==> src/rtl/max7219_refresh_ctrl.sv <==
// MAX7219 serial driver: sends the power-up init sequence, then on each update
// strobe sends the intensity register and all eight raw digit registers.
module max7219_refresh_ctrl #(
  parameter int unsigned CLK_DIV = 4
) (
  input  logic        i_clk,
  input  logic        i_reset_n,
  input  logic        i_update_stb,
  input  logic [63:0] i_digits,
  input  logic [3:0]  i_intensity,
  output logic        o_serial_load,
  output logic        o_serial_dout,
  output logic        o_serial_clk,
  output logic        o_busy
);

  localparam int unsigned DIV_W = $clog2(CLK_DIV + 1);
  localparam logic [DIV_W-1:0] DIV_LAST  = DIV_W'(CLK_DIV - 1);
  localparam logic [3:0]       INIT_LAST = 4'd4;
  localparam logic [3:0]       REFR_LAST = 4'd8;
  localparam logic [3:0]       BIT_FIRST = 4'd15;

  typedef enum logic [2:0] {
    ST_RESET_INIT,
    ST_IDLE,
    ST_SHIFT,
    ST_LOAD,
    ST_GAP
  } state_t;

  state_t           state_q, state_d;
  logic             refresh_q, refresh_d;
  logic [3:0]       frame_q, frame_d;
  logic [3:0]       bit_q, bit_d;
  logic             half_q, half_d;
  logic [DIV_W-1:0] div_q, div_d;
  logic [15:0]      sreg_q, sreg_d;
  logic             pending_q, pending_d;
  logic [63:0]      digits_q, digits_d;
  logic [3:0]       intensity_q, intensity_d;
  logic             div_end;
  logic             start_refresh;
  logic             load_d, dout_d, sclk_d, busy_d;

  // Power-up frames; the last one carries the live brightness setting.
  function automatic logic [15:0] init_word(input logic [3:0] idx, input logic [3:0] intensity);
    case (idx)
      4'd0:    init_word = 16'h0C01;
      4'd1:    init_word = 16'h0F00;
      4'd2:    init_word = 16'h0900;
      4'd3:    init_word = 16'h0B07;
      default: init_word = {8'h0A, 4'h0, intensity};
    endcase
  endfunction

  // Frame 0 is intensity, frames 1..8 map to digit registers 0x01..0x08.
  function automatic logic [15:0] refresh_word(input logic [3:0] idx, input logic [63:0] digits,
                                               input logic [3:0] intensity);
    logic [2:0] sel;
    sel = 3'(idx - 4'd1);
    if (idx == 4'd0) refresh_word = {8'h0A, 4'h0, intensity};
    else             refresh_word = {4'h0, idx, digits[{sel, 3'b000} +: 8]};
  endfunction

  assign div_end = (div_q == DIV_LAST);

  // State and datapath register.
  always_ff @(posedge i_clk or negedge i_reset_n) begin
    if (!i_reset_n) begin
      state_q     <= ST_RESET_INIT;
      refresh_q   <= 1'b0;
      frame_q     <= '0;
      bit_q       <= BIT_FIRST;
      half_q      <= 1'b0;
      div_q       <= '0;
      sreg_q      <= '0;
      pending_q   <= 1'b0;
      digits_q    <= '0;
      intensity_q <= '0;
    end else begin
      state_q     <= state_d;
      refresh_q   <= refresh_d;
      frame_q     <= frame_d;
      bit_q       <= bit_d;
      half_q      <= half_d;
      div_q       <= div_d;
      sreg_q      <= sreg_d;
      pending_q   <= pending_d;
      digits_q    <= digits_d;
      intensity_q <= intensity_d;
    end
  end

  // Next-state logic: bit timing, frame sequencing and refresh scheduling.
  always_comb begin
    state_d       = state_q;
    refresh_d     = refresh_q;
    frame_d       = frame_q;
    bit_d         = bit_q;
    half_d        = half_q;
    div_d         = div_q;
    sreg_d        = sreg_q;
    pending_d     = pending_q | i_update_stb;
    digits_d      = digits_q;
    intensity_d   = intensity_q;
    start_refresh = 1'b0;

    case (state_q)
      ST_RESET_INIT: begin
        state_d   = ST_SHIFT;
        refresh_d = 1'b0;
        frame_d   = '0;
        bit_d     = BIT_FIRST;
        half_d    = 1'b0;
        div_d     = '0;
        sreg_d    = init_word(4'd0, i_intensity);
      end
      ST_IDLE: begin
        if (i_update_stb) start_refresh = 1'b1;
      end
      ST_SHIFT: begin
        div_d = div_end ? '0 : div_q + DIV_W'(1);
        if (div_end) begin
          if (!half_q) begin
            half_d = 1'b1;
          end else begin
            half_d = 1'b0;
            if (bit_q == 4'd0) begin
              state_d = ST_LOAD;
            end else begin
              bit_d  = bit_q - 4'd1;
              sreg_d = {sreg_q[14:0], 1'b0};
            end
          end
        end
      end
      ST_LOAD: begin
        div_d = div_end ? '0 : div_q + DIV_W'(1);
        if (div_end) state_d = ST_GAP;
      end
      ST_GAP: begin
        div_d = div_end ? '0 : div_q + DIV_W'(1);
        if (div_end) begin
          if (frame_q == (refresh_q ? REFR_LAST : INIT_LAST)) begin
            // A strobe landing on the completion cycle is treated as pending.
            if (pending_q || i_update_stb) start_refresh = 1'b1;
            else                           state_d = ST_IDLE;
          end else begin
            state_d = ST_SHIFT;
            frame_d = frame_q + 4'd1;
            bit_d   = BIT_FIRST;
            half_d  = 1'b0;
            sreg_d  = refresh_q ? refresh_word(frame_q + 4'd1, digits_q, intensity_q)
                                : init_word(frame_q + 4'd1, i_intensity);
          end
        end
      end
      default: state_d = ST_RESET_INIT;
    endcase

    // Snapshot inputs; the first frame is built straight from them.
    if (start_refresh) begin
      state_d     = ST_SHIFT;
      refresh_d   = 1'b1;
      frame_d     = '0;
      bit_d       = BIT_FIRST;
      half_d      = 1'b0;
      div_d       = '0;
      sreg_d      = refresh_word(4'd0, i_digits, i_intensity);
      digits_d    = i_digits;
      intensity_d = i_intensity;
      pending_d   = 1'b0;
    end
  end

  // Output decode from next-state values so the pins are registered yet in step with the state.
  always_comb begin
    load_d = (state_d == ST_LOAD);
    sclk_d = (state_d == ST_SHIFT) && half_d;
    dout_d = (state_d == ST_SHIFT) && sreg_d[15];
    busy_d = (state_d != ST_IDLE) || pending_d;
  end

  always_ff @(posedge i_clk or negedge i_reset_n) begin
    if (!i_reset_n) begin
      o_serial_load <= 1'b0;
      o_serial_dout <= 1'b0;
      o_serial_clk  <= 1'b0;
      o_busy        <= 1'b1;
    end else begin
      o_serial_load <= load_d;
      o_serial_dout <= dout_d;
      o_serial_clk  <= sclk_d;
      o_busy        <= busy_d;
    end
  end

endmodule

==> config.mk <==
export PLATFORM = sky130hd
export DESIGN_NAME = max7219_refresh_ctrl
export DESIGN_NICKNAME = d
export VERILOG_FILES = /design/src/rtl/max7219_refresh_ctrl.sv
export SDC_FILE = /design/constraint.sdc
export NUM_CORES = 1
export LEC_CHECK = 0
export CORE_ASPECT_RATIO = 0.7
export CORE_MARGIN = 5
export CORE_UTILIZATION = 25
export DETAILED_ROUTE_END_ITERATION = 8
export SLEW_MARGIN = 5
export SYNTH_ARGS = -nofsm -noshare
export SYNTH_HDL_FRONTEND = slang
export SYNTH_SLANG_ARGS = --single-unit
export TNS_END_PERCENT = 1
==> constraint.sdc <==
create_clock -name i_clk -period 4.3 [get_ports i_clk]
set_clock_uncertainty 0.15 [all_clocks]
set_input_delay 0.645 -clock i_clk [delete_from_list [all_inputs] [get_ports i_clk]]
set_output_delay 0.645 -clock i_clk [all_outputs]
set_load 0.02 [all_outputs]
# Yosys cells after proc, flatten, opt, wreduce, memory -nomap -nowiden

Cells that the tools add are included.

Bits in registers: 105
Input bits: 71
Output and inout port bits: 4
Logic and storage cells: 100

Add/sub/neg operators: 4
Equal/unequal tests: 17
Shift operators: 1
Mux-type cells: 48
Bitwise gates (word level): 1
Reductions and logical operators: 14

Operators by type and width:

| operator                                          | count |
|---|---|
| two-way mux 16 bit                                | 7 |
| indexed part select 64 x 7 -> 8 bit               | 1 |
| one-hot mux 16 bit (3 select lines)               | 1 |
| one-hot mux 11 bit (4 select lines)               | 1 |
| two-way mux 4 bit                                 | 10 |
| two-way mux 3 bit                                 | 10 |
| == test 3 x 2 -> 1 bit (second input constant)    | 5 |
| != test 3 bit (second input constant)             | 5 |
| one-hot mux 3 bit (5 select lines)                | 1 |
| two-way mux 1 bit                                 | 12 |
| two-way mux 12 bit                                | 1 |
| one-hot mux 4 bit (3 select lines)                | 1 |
| == test 4 x 2 -> 1 bit (second input constant)    | 2 |
| zero test 4 bit                                   | 2 |
| one-hot mux 4 bit (2 select lines)                | 1 |
| one-hot mux 3 bit (2 select lines)                | 1 |
| AND reduction 6 bit                               | 1 |
| nonzero test 3 bit                                | 2 |
| adder 4 x 1 -> 4 bit (second input constant)      | 1 |
| == test 4 x 1 -> 1 bit (second input constant)    | 1 |
| == test 4 bit                                     | 1 |
| nonzero test 4 bit                                | 1 |
| subtractor 4 x 1 -> 4 bit (second input constant) | 1 |
| adder 3 x 1 -> 3 bit (second input constant)      | 1 |
| other kinds (13)                                  | 15 |

# Depth between registers and ports, before layout

Word-level depth: 10
Mapped depth: 12
Gate-level depth less buffers: 7

# Least setup slack after synthesis

No wires, ideal clock.

Path type: reg-to-reg
Start point: reg frame_q[0]
End point: reg sreg_q[0]
Setup time: 129 ps
Arrival: 2,873 ps
Data required time: 4,021 ps
Path slack: 1,148 ps
Cell stages (with the launch flop): 12
Path buffers: 4
Clock period less this slack: 3,152 ps
Cells stage by stage: dfrtp_1 clkbuf_1 clkbuf_1 inv_1 ha_1 clkbuf_1 nor2_1 buf_1 mux4_2 nor2_1 nor3_1 a2111o_1

Longest elaborated chain between the ends: 9
Elaborated cells between the ends (all ways): 25
Classes of those cells: add/sub (2); eq/ne (9); shift (1); mux (10); reduce/logical (3)

Ends and longest elaborated chain:

| element                             | line     | text |
|---|---|---|
| start: declaration                  | 33       | `logic [3:0] frame_q, frame_d;` |
| start signal: assignment            | 83       | `frame_q <= frame_d;` |
| adder 4 x 1 -> 4 bit                | 153, 154 |  |
| subtractor 3 x 1 -> 3 bit           | 60       | `sel = 3'(idx - 4'd1);` |
| indexed part select 64 x 7 -> 8 bit | 62       | `else refresh_word = {4'h0, idx, digits[{sel, 3'b000} +: 8]};` |
| two-way mux 12 bit                  | 61       | `if (idx == 4'd0) refresh_word = {8'h0A, 4'h0, intensity};` |
| two-way mux 16 bit                  | 153      | `sreg_d = refresh_q ? refresh_word(frame_q + 4'd1, digits_q, intensity_q)` |
| two-way mux 16 bit                  | 144      | `if (frame_q == (refresh_q ? REFR_LAST : INIT_LAST)) begin` |
| two-way mux 16 bit                  | 143      | `if (div_end) begin` |
| one-hot mux 16 bit (3 select lines) | 108      | `case (state_q)` |
| two-way mux 16 bit                  | 162      | `if (start_refresh) begin` |
| end signal: assignment              | 87       | `sreg_q <= sreg_d;` |
| end: declaration                    | 37       | `logic [15:0] sreg_q, sreg_d;` |

Parallel ways exist; a longest one is shown, timed or not. The select of a mux whose other input is x is not followed.
A chain may end at the register's enable or synchronous reset.

# Worst setup path after layout

Start point: reg frame_q[2]
End point: reg sreg_q[2]

The elaborated chain is that of the path after synthesis.

==> flow_summary.ini <==
[timing]
hold_violations = 0
rsz0062_at_grt = false
finalSetupViolations = 0
timing.hold.ws_ns = 0.0517
fmax_mhz = 336
worst_slew_pin_slew_ns = 0.962
fin_crit_ns = 2.97
drv_slew = 0
slew-limit-headroom_pct = 35.9
fin_crit_sh_pct = 69.1
setup_tns_ns = 0

[finish]
fin_nets = 726
antenna_cells = 0
syn_to_final_growth_pct = 24.2
final_util_pct = 31.8
drive_gt1_share_pct = 8.88

[placement]
dp_hpwl_um = 10900
place.gp.congestion = 0.911
io_buffer_count = 74

[flow_run]
cap_viol_max_count = 0

[synthesis]
ys_types = 62
synthArstFlopShare_pct = 100
yosysSeqAreaShare_pct = 49.5
yosys-top-cells-count = 227 x nand2_1, 100 x dfrtp_1, 28 x nor2_1
ys_top_cells_by_area = dfrtp_1 47%, nand2_1 16%, mux4_2 4.7%
yosysTopAreaCell = dfrtp_1
syn_nets = 668
ys.flop_type = dfrtp_1
synth_seq_cells = 105
syn_inst = 590
syn_area_per_cell_um2 = 9.02
synth_most_common_cell = nand2_1
yosys.area.top_type_share_pct = 47.0
syn-cell-area_um2 = 5320
ys_warn_count = 0
synth-edff-count = 0

[worst_setup_path]
crit_arrival_ns = 3.04
start_kind = flop
path_class = reg2reg
crit_required_ns = 4.37
worst-path-max-fanout = 37
cp-end-kind = flop

[global_route]
track_usage_pct = 12.1
first_global_vias = 4275
grt_pass1_wl_um = 23500
overflow = 0
grt_max_degree = 48
antenna_found_initial = 0

[power_and_ir_drop]
netSwitchingFraction_pct = 36.7
p_leak_nw = 3.06
p_int_w = 0.00242
switchingPower_w = 0.00140
comb_power_share_pct = 32.6
pwr-share-seq_pct = 46.7
power.share.clock_pct = 20.7
powerDensity_nw_per_um2 = 577
ir_drop_mv = 0.231

[clock_tree]
root_buffer = clkbuf_16
numCtsBuffers = 9
worstSkewPairLatency_ns = 0.34
holdBufCountCts = 0
numClockSinks = 105
post_cts_buffers = 0
cts_tree = yes
clockBufferDepth = 2
clkTransAtPathRegs_ns = 0.07
cts_max_level = 3
ctsResizeCount = 0

[detailed_routing]
drcViolationCount = 0
wl_per_cell_um = 15.8
drt_iter0_markers = 420
routed_wl_um = 14600
firstDrtPassIters = 5
num_vias = 4423
drtAntennaViolNets = 0
viasPerCell = 4.76

[floorplan]
die_area_um2 = 24400
initial_core_util_pct = 25.6
ios = 75
core_area_um2 = 20800
rows = 44
die_x_um = 184
die_height_um = 132

[worst_hold_path]
hold_path_class = in2async

[outcome]
status = completed
-- layout make-up --
class | count | area [um2]
flip-flops and latches | 105 | 2630
well taps | 276 | 345
inverters | 10 | 37.5
clock inverters | 4 | 26.3
repair buffers | 86 | 828
fillers | 2214 | 14200
clock buffers | 12 | 256
multi-input cells | 436 | 2480
-- stage by stage --
step                      total power [W]  instances  instance area, um2  setup slack [ns]
final                             0.00381        929                6610              1.33
after global routing              0.00409        929                6610              1.09
after CTS                         0.00383        929                6610              1.29
after detailed placement          0.00303        913                6330              1.31
after global placement            0.00302        913                6330              1.42
after floorplan                   0.00257        590                5320              1.15
-- power by group through the flow --
| stage | clock network (W) | logic, W | registers, W |
|---|---|---|---|
| after floorplan | 0 | 0.000983 | 0.00159 |
| after global placement | 0 | 0.00121 | 0.00180 |
| after detailed placement | 0 | 0.00125 | 0.00178 |
| after CTS | 0.000806 | 0.00125 | 0.00178 |
| after global routing | 0.000839 | 0.00142 | 0.00183 |
| final | 0.000790 | 0.00124 | 0.00178 |
-- sequential cells by signal, indices dropped and copies added, names as in the netlist --
name,count
o_serial_clk,1
bit_q,4
half_q,1
o_serial_dout,1
intensity_q,4
o_busy,1
div_q,3
refresh_q,1
state_q,3
pending_q,1
sreg_q,16
digits_q,64
frame_q,4
o_serial_load,1
-- kinds of logic (layout without fill, tap and decap cells) --
kind of cell | count (synthesis) | in the layout | share of synthesized area (%)
xor+xnor | 1 | 1 | 0.165
simple gates | 312 | 312 | 25.1
flops | 105 | 105 | 49.5
fa+ha+maj | 7 | 7 | 1.65
buf+inv | 49 | 112 | 3.97
compound gates | 95 | 95 | 13.1
mux | 21 | 21 | 6.58
-- placed cells by master (no fill, tap or decap), types with 3 or more instances in the layout --
master,synthesis,routed
o21ai_0,19,19
nor2b_1,5,5
a21boi_0,3,3
dfrtp_1,100,100
a221o_1,4,4
inv_1,10,10
clkdlybuf4s50_1,0,73
nand3_1,8,8
ha_1,7,7
a22oi_1,5,5
nor2_1,28,27
nor4_1,3,3
nor3_1,12,12
clkbuf_16,0,9
o211ai_1,3,3
dfstp_2,5,5
mux4_2,11,11
nand2_1,227,226
and2_1,5,5
buf_4,1,13
a21oi_1,12,12
mux2i_1,8,8
a31oi_1,3,3
nor3b_1,3,3
a21o_1,8,8
a22o_1,6,6
a32o_1,5,5
a211oi_1,8,8
-- worst max-delay path: stages (launching register included) --
cell and delay, ns:
dfrtp_1 0.98, nand4bb_1 0.30, a2111o_1 0.50, and2_2 0.24, buf_4 0.25, a311oi_1 0.31
o21ai_1 0.10
-- final timing paths --
check | startpoint | to | slack (ns) | cells after the start
min reg2reg | digits_q[34] | digits_q[34] | 0.31 | 2
max | frame_q[2] | sreg_q[2] | 1.33 | 6
min | i_reset_n | div_q[1] | 0.05 | 1
max reg2reg | frame_q[2] | sreg_q[2] | 1.33 | 6
min in group i_clk | digits_q[34] | digits_q[34] | 0.31 | 2
max in group asynchronous | i_reset_n | digits_q[3] | 3.11 | 2
-- metal layers --
layer	track usage [%]	wire, um	vias to the layer above	share of wire (%)
li1	-	-	2133	-
met1	20.0	7690	2131	53
met2	15.7	5740	150	39
met3	2.98	1110	9	7.6
met4	2.09	95	0	0.65
met5	0	0	-	0
Power figures use the tool's default switching activity.
